## src/rtl/led_pwm_ctrl.sv

```systemverilog
`default_nettype none
// ============================================================================
//  Module      : led_pwm_ctrl
//  Description : Register-programmable brightness / blink stage that sits
//                between the 4-bit LED register device and the active-low
//                board pins. Modes: direct, PWM dimming, blinking, breathing.
//  Revision    : 1.0 - initial release
// ============================================================================
module led_pwm_ctrl #(
  parameter int PRESCALE   = 16,  // clk cycles per PWM tick (>= 1)
  parameter int PWM_BITS   = 8,   // PWM counter / duty width
  parameter int BLINK_BITS = 16   // blink half-period width, in PWM frames
) (
  input  logic        clk,
  input  logic        rst,
  input  logic        WE,
  input  logic [1:0]  Addr,
  input  logic [31:0] Din,
  output logic [31:0] Dout,
  input  logic [3:0]  led_in,
  output logic [3:0]  led_out
);

  // --------------------------------------------------------------------------
  // Constants
  // --------------------------------------------------------------------------
  localparam int c_PRESC_W = (PRESCALE > 1) ? $clog2(PRESCALE) : 1;

  localparam logic [c_PRESC_W-1:0]  c_PRESC_MAX = c_PRESC_W'(PRESCALE - 1);
  localparam logic [c_PRESC_W-1:0]  c_PRESC_ONE = c_PRESC_W'(1);
  localparam logic [PWM_BITS-1:0]   c_PWM_MAX   = '1;
  localparam logic [PWM_BITS-1:0]   c_PWM_ONE   = PWM_BITS'(1);
  localparam logic [PWM_BITS:0]     c_LVL_ONE   = (PWM_BITS + 1)'(1);
  localparam logic [BLINK_BITS-1:0] c_BLINK_ONE = BLINK_BITS'(1);

  localparam logic [1:0] c_ADDR_CTRL   = 2'd0;
  localparam logic [1:0] c_ADDR_DUTY   = 2'd1;
  localparam logic [1:0] c_ADDR_PERIOD = 2'd2;
  localparam logic [1:0] c_ADDR_STATUS = 2'd3;

  localparam logic [1:0] c_MODE_DIRECT  = 2'd0;
  localparam logic [1:0] c_MODE_PWM     = 2'd1;
  localparam logic [1:0] c_MODE_BLINK   = 2'd2;
  localparam logic [1:0] c_MODE_BREATHE = 2'd3;

  // Breathing ramp direction state machine encoding
  localparam logic [0:0] c_DIR_UP   = 1'b0;
  localparam logic [0:0] c_DIR_DOWN = 1'b1;

  // --------------------------------------------------------------------------
  // Registers and wires
  // --------------------------------------------------------------------------
  logic [1:0]            r_mode;
  logic [PWM_BITS-1:0]   r_duty_sh;
  logic [PWM_BITS-1:0]   r_duty_act;
  logic [BLINK_BITS-1:0] r_period;
  logic [BLINK_BITS-1:0] r_period_act;
  logic [c_PRESC_W-1:0]  r_presc;
  logic [PWM_BITS-1:0]   r_pwm_cnt;
  logic [BLINK_BITS-1:0] r_blink_cnt;
  logic                  r_phase;
  logic [PWM_BITS-1:0]   r_level;
  logic [0:0]            r_dir;
  logic                  r_frame_toggle;
  logic [3:0]            r_led_out;

  logic                  w_wr_ctrl;
  logic                  w_wr_duty;
  logic                  w_wr_period;
  logic [PWM_BITS-1:0]   w_din_duty;
  logic [BLINK_BITS-1:0] w_din_period;
  logic                  w_tick;
  logic                  w_frame_end;
  logic                  w_blink_step;
  logic                  w_blink_wrap;
  logic                  w_breathe_step;
  logic [PWM_BITS:0]     w_level_inc;
  logic [0:0]            w_dir_next;
  logic [PWM_BITS-1:0]   w_level_next;
  logic                  w_gate;
  logic                  w_unused_din;

  // --------------------------------------------------------------------------
  // Bus decode
  // --------------------------------------------------------------------------
  assign w_wr_ctrl    = WE && (Addr == c_ADDR_CTRL);
  assign w_wr_duty    = WE && (Addr == c_ADDR_DUTY);
  assign w_wr_period  = WE && (Addr == c_ADDR_PERIOD);
  assign w_din_duty   = Din[PWM_BITS-1:0];
  assign w_din_period = Din[BLINK_BITS-1:0];

  // Upper write-data bits have no destination; fold them into a sink.
  assign w_unused_din = &{1'b0, Din};

  // --------------------------------------------------------------------------
  // Timebase
  // --------------------------------------------------------------------------
  assign w_tick      = (r_presc == c_PRESC_MAX);
  assign w_frame_end = w_tick && (r_pwm_cnt == c_PWM_MAX);

  // Prescaler: divides clk down to the PWM tick rate; CTRL write restarts it.
  always_ff @(posedge clk or posedge rst) begin
    if (rst) begin
      r_presc <= '0;
    end else if (w_wr_ctrl || w_tick) begin
      r_presc <= '0;
    end else begin
      r_presc <= r_presc + c_PRESC_ONE;
    end
  end

  // PWM position counter: advances once per tick and wraps every frame.
  always_ff @(posedge clk or posedge rst) begin
    if (rst) begin
      r_pwm_cnt <= '0;
    end else if (w_wr_ctrl) begin
      r_pwm_cnt <= '0;
    end else if (w_tick) begin
      r_pwm_cnt <= r_pwm_cnt + c_PWM_ONE;
    end
  end

  // Frame toggle: software-visible heartbeat that flips on every frame end.
  always_ff @(posedge clk or posedge rst) begin
    if (rst) begin
      r_frame_toggle <= 1'b0;
    end else if (w_frame_end) begin
      r_frame_toggle <= ~r_frame_toggle;
    end
  end

  // --------------------------------------------------------------------------
  // Programming registers
  // --------------------------------------------------------------------------
  // Mode register.
  always_ff @(posedge clk or posedge rst) begin
    if (rst) begin
      r_mode <= c_MODE_DIRECT;
    end else if (w_wr_ctrl) begin
      r_mode <= Din[1:0];
    end
  end

  // Duty shadow and active copy; the active copy only changes at a frame
  // boundary so a frame is never drawn with two different duties. A write
  // landing on the boundary cycle is forwarded straight into the copy.
  always_ff @(posedge clk or posedge rst) begin
    if (rst) begin
      r_duty_sh  <= '1;
      r_duty_act <= '1;
    end else begin
      if (w_wr_duty) begin
        r_duty_sh <= w_din_duty;
      end
      if (w_frame_end) begin
        r_duty_act <= w_wr_duty ? w_din_duty : r_duty_sh;
      end
    end
  end

  // Blink half-period register; zero would never terminate a phase, so it
  // is stored as one.
  always_ff @(posedge clk or posedge rst) begin
    if (rst) begin
      r_period <= c_BLINK_ONE;
    end else if (w_wr_period) begin
      r_period <= (w_din_period == '0) ? c_BLINK_ONE : w_din_period;
    end
  end

  // --------------------------------------------------------------------------
  // Blink engine
  // --------------------------------------------------------------------------
  assign w_blink_step = w_frame_end && (r_mode == c_MODE_BLINK);
  assign w_blink_wrap = ((r_blink_cnt + c_BLINK_ONE) == r_period_act);

  // Blink counter and phase; the active period is reloaded at each phase
  // toggle and when a CTRL write restarts the pattern.
  always_ff @(posedge clk or posedge rst) begin
    if (rst) begin
      r_blink_cnt  <= '0;
      r_phase      <= 1'b1;
      r_period_act <= c_BLINK_ONE;
    end else if (w_wr_ctrl) begin
      r_blink_cnt  <= '0;
      r_phase      <= 1'b1;
      r_period_act <= r_period;
    end else if (w_blink_step) begin
      if (w_blink_wrap) begin
        r_blink_cnt  <= '0;
        r_phase      <= ~r_phase;
        r_period_act <= r_period;
      end else begin
        r_blink_cnt <= r_blink_cnt + c_BLINK_ONE;
      end
    end
  end

  // --------------------------------------------------------------------------
  // Breathing engine: ramp direction FSM plus brightness level
  // --------------------------------------------------------------------------
  assign w_breathe_step = w_frame_end && (r_mode == c_MODE_BREATHE);
  assign w_level_inc    = {1'b0, r_level} + c_LVL_ONE;

  // Direction state register; CTRL write restarts the ramp going up.
  always_ff @(posedge clk or posedge rst) begin
    if (rst) begin
      r_dir <= c_DIR_UP;
    end else if (w_wr_ctrl) begin
      r_dir <= c_DIR_UP;
    end else begin
      r_dir <= w_dir_next;
    end
  end

  // Direction next-state: turn around at the duty ceiling and at zero.
  always_comb begin
    w_dir_next = r_dir;
    if (w_breathe_step && (r_duty_act != '0)) begin
      case (r_dir)
        c_DIR_UP: begin
          if (w_level_inc >= {1'b0, r_duty_act}) begin
            w_dir_next = c_DIR_DOWN;
          end
        end
        c_DIR_DOWN: begin
          if (r_level <= c_PWM_ONE) begin
            w_dir_next = c_DIR_UP;
          end
        end
        default: w_dir_next = c_DIR_UP;
      endcase
    end
  end

  // Level output logic: one step per frame, clamped to [0, duty_act].
  always_comb begin
    w_level_next = r_level;
    if (w_breathe_step) begin
      if (r_duty_act == '0) begin
        w_level_next = '0;
      end else begin
        case (r_dir)
          c_DIR_UP: begin
            if (w_level_inc >= {1'b0, r_duty_act}) begin
              w_level_next = r_duty_act;
            end else begin
              w_level_next = r_level + c_PWM_ONE;
            end
          end
          c_DIR_DOWN: begin
            if (r_level <= c_PWM_ONE) begin
              w_level_next = '0;
            end else begin
              w_level_next = r_level - c_PWM_ONE;
            end
          end
          default: w_level_next = '0;
        endcase
      end
    end
  end

  // Level register; CTRL write restarts from dark.
  always_ff @(posedge clk or posedge rst) begin
    if (rst) begin
      r_level <= '0;
    end else if (w_wr_ctrl) begin
      r_level <= '0;
    end else begin
      r_level <= w_level_next;
    end
  end

  // --------------------------------------------------------------------------
  // Output gate and pin register
  // --------------------------------------------------------------------------
  // Per-mode enable: when low, every pin is forced dark.
  always_comb begin
    w_gate = 1'b1;
    case (r_mode)
      c_MODE_DIRECT:  w_gate = 1'b1;
      c_MODE_PWM:     w_gate = (r_pwm_cnt < r_duty_act);
      c_MODE_BLINK:   w_gate = r_phase;
      c_MODE_BREATHE: w_gate = (r_pwm_cnt < r_level);
      default:        w_gate = 1'b1;
    endcase
  end

  // Pin register: a pin is lit only if requested (led_in=0) and gated on.
  always_ff @(posedge clk or posedge rst) begin
    if (rst) begin
      r_led_out <= 4'b1111;
    end else begin
      r_led_out <= ~(~led_in & {4{w_gate}});
    end
  end

  assign led_out = r_led_out;

  // --------------------------------------------------------------------------
  // Read mux
  // --------------------------------------------------------------------------
  // Combinational readback; DUTY returns the shadow, not the active copy.
  always_comb begin
    Dout = '0;
    case (Addr)
      c_ADDR_CTRL:   Dout = {30'd0, r_mode};
      c_ADDR_DUTY:   Dout = 32'(r_duty_sh);
      c_ADDR_PERIOD: Dout = 32'(r_period);
      c_ADDR_STATUS: Dout = {27'd0, r_dir, r_phase, r_mode, r_frame_toggle};
      default:       Dout = '0;
    endcase
  end

endmodule
`default_nettype wire

```

## config.mk

```make
export PLATFORM = sky130hd
export DESIGN_NAME = led_pwm_ctrl
export DESIGN_NICKNAME = d
export VERILOG_FILES = /design/src/rtl/led_pwm_ctrl.sv
export SDC_FILE = /design/constraint.sdc
export NUM_CORES = 1
export LEC_CHECK = 0
export CAP_MARGIN = 20
export CORE_MARGIN = 5
export CORE_UTILIZATION = 50
export DETAILED_ROUTE_END_ITERATION = 8
export MAX_ROUTING_LAYER = met4
export PLACE_DENSITY = 0.71
export RECOVER_POWER = 100
export SKIP_CTS_REPAIR_TIMING = 1
export SLEW_MARGIN = 10
export SYNTH_ARGS = -nofsm -noshare
export SYNTH_HDL_FRONTEND = slang
export SYNTH_SLANG_ARGS = --single-unit
```

## constraint.sdc

```tcl
create_clock -name clk -period 3.1 [get_ports clk]
set_input_delay 0.465 -clock clk [delete_from_list [all_inputs] [get_ports clk]]
set_output_delay 0.465 -clock clk [all_outputs]
set_load 0.02 [all_outputs]
```

# Word-level counts from Yosys, hierarchy flattened
# Cells that the tools add are included.
[totals]
ff_bits = 93
inputBits = 41
out_inout_bits = 36
elab_cells = 84
[classes]
add_sub_neg = 6
order_cmp = 4
eq_ne = 9
mux = 27
bitwise_logic = 6
reduce_logical = 19
[ops]
columns = ["operator", "count"]
rows = [
  ["$pmux 32 s4", 1],
  ["$mux 16", 7],
  ["$mux 8", 8],
  ["$add 16x1->16 const B", 1],
  ["$add 8x1->8 const B", 2],
  ["$eq 16x16->1", 1],
  ["$logic_not 16->1", 1],
  ["$lt 8x8->1", 2],
  ["$pmux 8 s2", 1],
  ["$reduce_bool 2->1", 5],
  ["$add 8x1->9 const B", 1],
  ["$ge 9x8->1", 1],
  ["$eq 2x2->1 const B", 4],
  ["$eq 8x8->1 const B", 1],
  ["$le 8x1->1 const B", 1],
  ["$logic_not 8->1", 1],
  ["$not 4->4", 2],
  ["$reduce_bool 8->1", 1],
  ["$sub 8x1->8 const B", 1],
  ["$logic_and 1x1->1", 7],
  ["$mux 1", 7],
  ["$add 4x1->4 const B", 1],
  ["$and 4x4->4", 1],
  ["$eq 2x1->1 const B", 2],
  ["other kinds (8)", 11],
]

# Logic depth before layout (Yosys ltp)
# Gate-level depths: netlist (run 1).
[depth]
word_depth = 7
depth_mapped = 12
depth_no_buf = 10

# Worst setup path after synthesis (run 1)
# No wires, ideal clock.
[synth_timing]
path_kind = "flip-flop to flip-flop"
start = "register r_level[0]"
end = "register r_level[7]"
setup_time_ns = 0.129
t_arrival_ns = 2.457
required_ns = 2.971
slack_ns = 0.514
path_stages_with_launch = 12
path_buffers = 2
period_less_slack_ns = 2.586
cell_sequence = "dfrtp_1 clkbuf_1 inv_1 ha_1 ha_1 a21o_1 a21oi_1 o21ai_0 a31oi_1 buf_1 mux2i_1 o21ai_1"
[synth_between]
elab_chain_cells = 7
elab_cells_between_ends = 11
cone_classes = "add/sub (3); order compare (2); mux (6)"
[synth_lines]
columns = ["item", "line", "rtl"]
rows = [
  ["from (decl)", "62", "logic [PWM_BITS-1:0] r_level;"],
  ["from (signal assigned)", "271", "r_level <= w_level_next;"],
  ["$add 8x1->9", "203", "assign w_level_inc = {1'b0, r_level} + c_LVL_ONE;"],
  ["$ge 9x8->1", "245", "if (w_level_inc >= {1'b0, r_duty_act}) begin"],
  ["$mux 8", "245", ""],
  ["$pmux 8 s2 (*)", "243", "case (r_dir)"],
  ["$mux 8 (*)", "240", "if (r_duty_act == '0) begin"],
  ["$mux 8 (*)", "239", "if (w_breathe_step) begin"],
  ["$mux 8 (*)", "268", "end else if (w_wr_ctrl) begin"],
]
# Every way passes the cells marked *; elsewhere a longest branch is shown, timed or not. The select of a mux whose other input is x is not followed.
# A chain may end at the register's enable or synchronous reset.

# Final worst setup path (run 1)
[layout_timing]
start = "input Addr[1]"
end = "output Dout[1]"
[layout_between]
elab_chain_cells = 2
elab_cells_between_ends = 5
cone_classes = "eq/ne (3); mux (1); reduce/logical (1)"
[layout_lines]
columns = ["item", "line", "rtl"]
rows = [
  ["from (decl)", "17", "input logic [1:0] Addr,"],
  ["$eq 2x2->1 (tied with other cells)", "307", "case (Addr)"],
  ["$pmux 32 s4 (*)", "307", ""],
  ["to (decl)", "19", "output logic [31:0] Dout,"],
]
# Marks and branches as above.

==> summary.txt, run 1 <==
Pwr
  – Power Dens Cells: between 400 and 500 nW/um^2
  – Total design power: 3.13 mW
  – VDD IR max: 415 uV
  – Lkg Pwr: about 2.6 nW

Logic synthesis
  – EDFF count, synth: 0
  – Count leader, synth: dfrtp_1
  – Gate count after technology mapping: between 500 and 600
  – Synth top area share: a little under a third
  – Largest cells by area after synthesis: dfrtp_1 31%, dfstp_2 11%, ha_1 6.3%
  – FFs w/ async S/R, synth: 100%
  – Leading cell types by count after synthesis: 70 x dfrtp_1, 48 x nor2_1, 35 x nand2_1
  – Main synth FF type: dfrtp_1
  – Synth warn: 0
  – Synthesized area: 5590 um^2
  – Avg Inst Size Synth: roughly 10 um^2
  – Cell taking the most area after synthesis: dfrtp_1
  – #FFs+latches synth: 93
  – Proportion of synthesized chip area in sequential cells: 42.1%
  – Count of cell types in the netlist: 60

Hold path
  – Min-delay src: r_presc[0]$_DFF_PP0_
  – Min-Delay Path Class: reg2reg

STA
  – Setup TNS: 0 ps
  – Tmin final: roughly 3000 ps
  – Setup Skew: 11.9 ps
  – Final setup violating endpoints: 0
  – RSZ-0062 raised after global routing: no
  – Relative max-transition margin: -34.0%
  – Minimum hold slack: 471 ps
  – Slew Limit Fails: 94
  – Final Hold Viols: 0
  – Worst Tran Pin Value: between 2000 and 2500 ps
  – Period utilisation layout: 95.4%
  – Max Fclk: 0.338 GHz

Detailed routing
  – Vias per inst: 5.61
  – Via count: 4134
  – Antenna violation net count after detailed routing: 0
  – Drt initial violations: 248
  – Routed WL: 12700 um
  – DRC: 0
  – DR WL/cell: 17.2 um
  – 1st-pass router iterations: 5

CTS
  – TritonCTS Buffers: 9
  – Clock tree sinks: 93
  – Clk Latency, worst-skew pair: 380 ps
  – H-tree depth: 3
  – Root buffer cell: clkbuf_8
  – Worst-case clock buffer depth: 2
  – CTS tree: built
  – Clk pin slew, worst setup/hold paths: 90 ps

Setup path
  – CP endpoint kind: primary output
  – FF-to-FF Start: r_blink_cnt[0]$_DFFE_PP0P_
  – CP Data Arrival Time: 2490 ps
  – Critical path buffer and inverter count: 2
  – Critical path's largest stage delay: approximately 750 ps
  – Setup crit start kind: input port
  – Crit. path cell count: 3
  – Crit-path cells: dlygate4sd3_1 -> mux4_2 -> dlygate4sd3_1
  – Setup crit start: Addr[1]
  – CP Capture Point: Dout[1]
  – RR Endpoint: r_period_act[9]$_DFFE_PP0P_
  – Required time of the critical path: between 2000 and 3000 ps
  – Crit path max fanout: 8
  – Crit-path slowest cell: dlygate4sd3_1
  – Setup Crit Path Kind: in2out
  – Crit-path leading delay family: buffers and inverters
  – R2R depth: 9
  – Crit-path most repeated cell: dlygate4sd3_1
  – R2r setup slk: 270 ps

Cells and area
  – Layout net count: 661
  – Ant diodes: 0
  – Final core utilization: 57.7%
  – FILL cells: about 970
  – Layout Area Growth over Synthesis: 12.4%
  – Final instance area: approximately 6300 um^2
  – Share of cells above drive strength 1: 13.2%

Die
  – Chip width: 116 um
  – Chip Height: 116 um
  – Initial Util: between 50% and 60%
  – Io pins: 77
  – Rows: 38
  – Die area: 13400 um^2
  – Placeable Area: 10900 um^2

Placement
  – Detailed placer's ending HPWL: 9540 um
  – IO Port Bufs: 44
  – GPL Wtd Cong: roughly 0.88
  – Placed cell area: 6150 um^2

Global routing
  – Overflow after GRT: 0
  – Largest net degree at the start of global routing: 94
  – Vias in the first global route: between 4000 and 5000
  – Initial antenna violation count: 0
  – Overall routing resource usage: a little over a fifth
  – First-pass GRT wire length: 21300 um

Job
  – Max-Cap Viols: 1

Outcome
  – Failing checks: capacitance limit, slew limit
  – Run status: finished with violations
-- layer usage --
metal | vias to the layer above | wire [um] | track usage, %
met4 | 0 | 150 | 6.26
met3 | 8 | 495 | 2.87
met2 | 94 | 5640 | 30.1
met5 | - | 0 | -
met1 | 2050 | 6430 | 30.9
li1 | 1982 | - | -
-- worst min-delay path by stage --
stage,endpoint,slack [ps],cells past startpoint
CTS,r_presc[0]$_DFF_PP0_,470,1
floorplan,r_presc[0]$_DFF_PP0_,430,1
global placement,r_presc[0]$_DFF_PP0_,450,1
finish,r_presc[0]$_DFF_PP0_,470,1
detailed placement,r_presc[0]$_DFF_PP0_,460,1
global route,r_presc[0]$_DFF_PP0_,500,1
-- cell usage in the layout (no fill, tap or decap), types with 8 or more instances in the layout --
master	synthesis	routed
xnor2_1	30	30
mux2i_1	10	10
a21oi_1	20	20
o21ai_0	20	27
or3_1	8	8
clkdlybuf4s50_1	0	21
mux2_2	27	21
dfstp_2	23	23
ha_1	28	28
nor3_1	10	10
nand2b_1	9	9
and2_1	12	11
xor2_1	19	19
nor2_1	48	48
clkbuf_8	0	11
nand3_1	17	17
conb_1	1	16
dfrtp_1	70	70
nand4_1	10	10
dlygate4sd3_1	0	23
mux2_1	6	22
nor4_1	8	8
nand2_1	35	35
inv_1	20	19
-- worst reg2reg max path: stages (launching register included) --
cell	delay (ps)
dfrtp_1	470
ha_1	270
nand3_1	250
nor2_1	320
nand2_1	150
mux2i_1	150
nand4b_1	310
o21ai_4	240
buf_12	210
mux2_1	360
-- flip-flops by register name, indices dropped and copies added (netlist names) --
| name | cells |
|---|---|
| r_presc | 4 |
| r_mode | 2 |
| r_frame_toggle | 1 |
| r_duty_sh | 8 |
| r_phase | 1 |
| r_period_act | 16 |
| r_blink_cnt | 16 |
| r_period | 16 |
| r_level | 8 |
| r_pwm_cnt | 8 |
| r_duty_act | 8 |
| r_dir | 1 |
| led_out | 4 |
-- area by class of cell --
class	count	area, um^2	share of cell area (%)
Timing Repair Buffer	55	522	8.30
Sequential cell	93	2360	37.5
Tap cell	140	175	2.79
Multi-Input combinational cell	413	2950	46.9
Clock buffer	11	151	2.41
Clock inverter	5	57.6	0.916
Inverter	20	76.3	1.21
-- power by group --
group | internal (mW) | switching [mW] | leakage [nW]
Combinational | 0.346 | 0.349 | 1.39
Sequential | 1.41 | 0.161 | 1.15
Clock | 0.419 | 0.445 | 0.110
-- per-stage QoR --
| stage | cells | setup slack (ps) |
|---|---|---|
| 2_1_floorplan | 564 | 253 |
| 3_3_place_gp | 721 | 341 |
| 3_5_place_dp | 721 | 332 |
| 4_1_cts | 737 | 321 |
| 5_1_grt | 737 | 76.3 |
| 6_report | 737 | 143 |
-- cells by family (layout without fill, tap and decap cells) --
logic type      after synthesis  count (layout)  synth area share [%]
fa+ha+maj                    28              28                  6.26
buf+inv                      58              91                  5.39
mux                          55              55                  11.9
simple gates                181             181                  16.8
compound gates               84              84                  9.71
other cells                   1              16                0.0670
flops                        93              93                  42.1
xor+xnor                     49              49                  7.67
Note: power is estimated with default switching activity, not from simulation.
==> run 2, diff against run 1 <==
--- a/config.mk
+++ b/config.mk
@@ -9,8 +9,9 @@
 export CORE_MARGIN = 5
 export CORE_UTILIZATION = 50
 export DETAILED_ROUTE_END_ITERATION = 8
+export DONT_BUFFER_PORTS = 1
 export MAX_ROUTING_LAYER = met4
-export PLACE_DENSITY = 0.71
+export PLACE_DENSITY = 0.62
 export RECOVER_POWER = 100
 export SKIP_CTS_REPAIR_TIMING = 1
 export SLEW_MARGIN = 10
==> run 2 against run 1 <==
Net effect:
- the flow still finishes with violations (capacitance limit, slew limit)
- worst setup slack improved by 190 ps
- power decreased by 5.0%
- cell count down 5.8%
- core utilization down 4.1 points
- non-clock buffer count decreased by 43
- global-route usage is 0.57 points lower
- clock power down 7.6%
- die area unchanged
- combinational power decreased by 15%
- wire length is 3.9% lower
- largest cell class unchanged
- highest routed layer unchanged
==> summary.txt, run 2 (synthesis gave the netlist of run 1 again) <==
Outcome
  – Run status: finished with violations
  – Failing checks: capacitance limit, slew limit

Hold path
  – Hold Path End: led_out[3]$_DFF_PP1_
  – Hold Crit Depth: 1 (unchanged)
  – Min-delay src: led_in[3]
  – Min-Delay Path Class: in2reg

Global routing
  – Overflow after GRT: 0 (unchanged)
  – First-pass GRT wire length: 20800 um (-2.5%)
  – Overall routing resource usage: 20.4% (-0.57 points)
  – Vias in the first global route: 4108 (-2.3%)
  – Largest net degree at the start of global routing: 52 (-45%)
  – Initial antenna violation count: 0 (unchanged)

STA
  – Worst Tran Pin Value: 2200 ps (+194 ps)
  – Max Fclk: 0.361 GHz (+6.7%)
  – Slew Limit Fails: 52 (-45%)
  – Setup Skew: 16.3 ps (+4.40 ps)
  – Final Hold Viols: 0 (unchanged)
  – Setup TNS: 0 ps (unchanged)
  – Final setup violating endpoints: 0 (unchanged)
  – Minimum hold slack: 192 ps (-279 ps)
  – Tmin final: 2770 ps (-186 ps)
  – Period utilisation layout: 89.4% (-6.0 points)
  – RSZ-0062 raised after global routing: no
  – Relative max-transition margin: -47.8% (-14 points)

CTS
  – Clk Latency, worst-skew pair: 380 ps (about the same)
  – H-tree depth: 3 (unchanged)
  – Clk pin slew, worst setup/hold paths: 100 ps (about the same)
  – Worst-case clock buffer depth: 2 (unchanged)
  – CTS tree: built
  – Root buffer cell: clkbuf_8
  – TritonCTS Buffers: 9 (unchanged)
  – Clock tree sinks: 93 (unchanged)

Die
  – Die area: 13400 um^2 (unchanged)
  – Io pins: 77 (unchanged)
  – Chip Height: 116 um (unchanged)
  – Placeable Area: 10900 um^2 (unchanged)
  – Initial Util: 51.4% (unchanged)
  – Rows: 38 (unchanged)
  – Chip width: 116 um (unchanged)

Pwr
  – Power Dens Cells: 510 nW/um^2 (+2.4%)
  – Lkg Pwr: 2.41 nW (-8.8%)
  – P_sw: 962 uW (+0.71%)
  – Reg power frac: 53.3% (+3.1 points)
  – Gate power share: 19.9% (-2.3 points)
  – Clk pwr share: 26.8% (-0.8 points)
  – Total design power: 2.98 mW (-5.0%)
  – Internal power: 2.01 mW (-7.5%)
  – VDD IR max: 454 uV (+9.5%)
  – Switching portion of total power: 32.3% (+1.8 points)

Setup path
  – Required time of the critical path: 3360 ps (+730 ps)
  – FF-to-FF Start: r_blink_cnt[0]$_DFFE_PP0P_
  – R2R depth: 9 (unchanged)
  – R2r setup slk: 330 ps (+60 ps)
  – CP endpoint kind: register
  – Setup crit start kind: register
  – CP Data Arrival Time: 3030 ps (+540 ps)
  – Setup Crit Path Kind: reg2reg
  – RR Endpoint: r_period_act[11]$_DFFE_PP0P_
  – Crit path max fanout: 30 (+22)

Placement
  – IO Port Bufs: 0 (-100%)
  – Detailed placer's ending HPWL: 9370 um (-1.8%)
  – GPL Wtd Cong: 0.856 (-3.1%)

Detailed routing
  – Routed WL: 12200 um (-3.9%)
  – Via count: 3958 (-4.3%)
  – Antenna violation net count after detailed routing: 0 (unchanged)
  – DR WL/cell: 17.6 um (+2.1%)
  – DRC: 0 (unchanged)
  – 1st-pass router iterations: 4 (-1)
  – Vias per inst: 5.70 (+1.7%)
  – Drt initial violations: 188 (-24%)

Cells and area
  – Regs by FF count: r_blink_cnt (16), r_period (16), r_period_act (16)
  – Commonest cells after routing, fill and taps aside: 70 x dfrtp_1, 48 x nor2_1, 35 x nand2_1
  – FILL cells: 1011 (+3.8%)
  – Ant diodes: 0 (unchanged)
  – Most common cell after layout, fill and taps aside: dfrtp_1
  – Share of cells above drive strength 1: 12.6% (-0.60 points)
  – Layout Area Growth over Synthesis: 4.32%
  – Layout net count: 618 (-6.5%)

Job
  – Max-Cap Viols: 1 (unchanged)
-- run 2: changes by cell type in the layout (fill, tap and decap cells not counted), moves of 7 or more --
cell             delta
dlygate4sd3_1      -23
clkdlybuf4s50_1    -21
and2_0              +7
and2_1              -7
dfstp_1             +7
dfstp_2             -7
-- run 2: cell type report --
type                            count  area, um^2  area share, %
Multi-Input combinational cell    413        2950           50.5
Sequential cell                    93        2360           40.4
Tap cell                          140         175           3.00
Clock buffer                       10         138           2.36
Timing Repair Buffer               12        83.8           1.44
Inverter                           20        76.3           1.31
Clock inverter                      6        57.6          0.986
-- run 2: metrics by stage --
stage               utilization [%]  cell area [um^2]  cells  worst slack (ps)
floorplan                         -              5650    564               253
global placement               52.4              5700    678               377
detailed placement             52.4              5700    678               336
CTS                            54.2              5900    694               326
global route                   53.6              5830    694               107
finish                         53.6              5830    694               329
-- run 2: routing by layer --
metal,up-vias,part of all wire [%],global-route usage (%)
met1,1928,49,28.7
li1,1899,-,-
met5,-,0,-
met2,116,43,29.3
met4,0,1.6,6.34
met3,15,6.2,4.54
-- run 2: power by group through the flow --
stage          Clock [mW]  Sequential [mW]  Combinational, mW
2_1_floorplan           0             1.54              0.562
3_3_place_gp            0             1.60              0.622
3_5_place_dp            0             1.61              0.642
4_1_cts             0.826             1.59              0.644
5_1_grt             0.883             1.61              0.663
6_report            0.798             1.59              0.594
-- run 2: worst max path at each step --
stage,depth (start not counted),startpoint,slack (ps),end
2_1_floorplan,1,rst,250,r_blink_cnt[0]$_DFFE_PP0P_
6_report,9,r_blink_cnt[0]$_DFFE_PP0P_,330,r_period_act[11]$_DFFE_PP0P_
3_5_place_dp,8,r_blink_cnt[4]$_DFFE_PP0P_,340,r_period_act[14]$_DFFE_PP0P_
5_1_grt,11,r_level[1]$_DFFE_PP0P_,110,r_level[3]$_DFFE_PP0P_
3_3_place_gp,8,r_blink_cnt[4]$_DFFE_PP0P_,380,r_period_act[15]$_DFFE_PP0P_
4_1_cts,8,r_blink_cnt[7]$_DFFE_PP0P_,330,r_period_act[14]$_DFFE_PP0P_
-- run 2: critical path, cell delays in order, from the launching register on --
cell,delay [ps]
dfrtp_1,470
ha_1,260
nand3_1,220
nor2_1,320
nand2_1,140
mux2i_1,150
nand4b_1,300
o21ai_4,230
buf_12,200
mux2_1,350
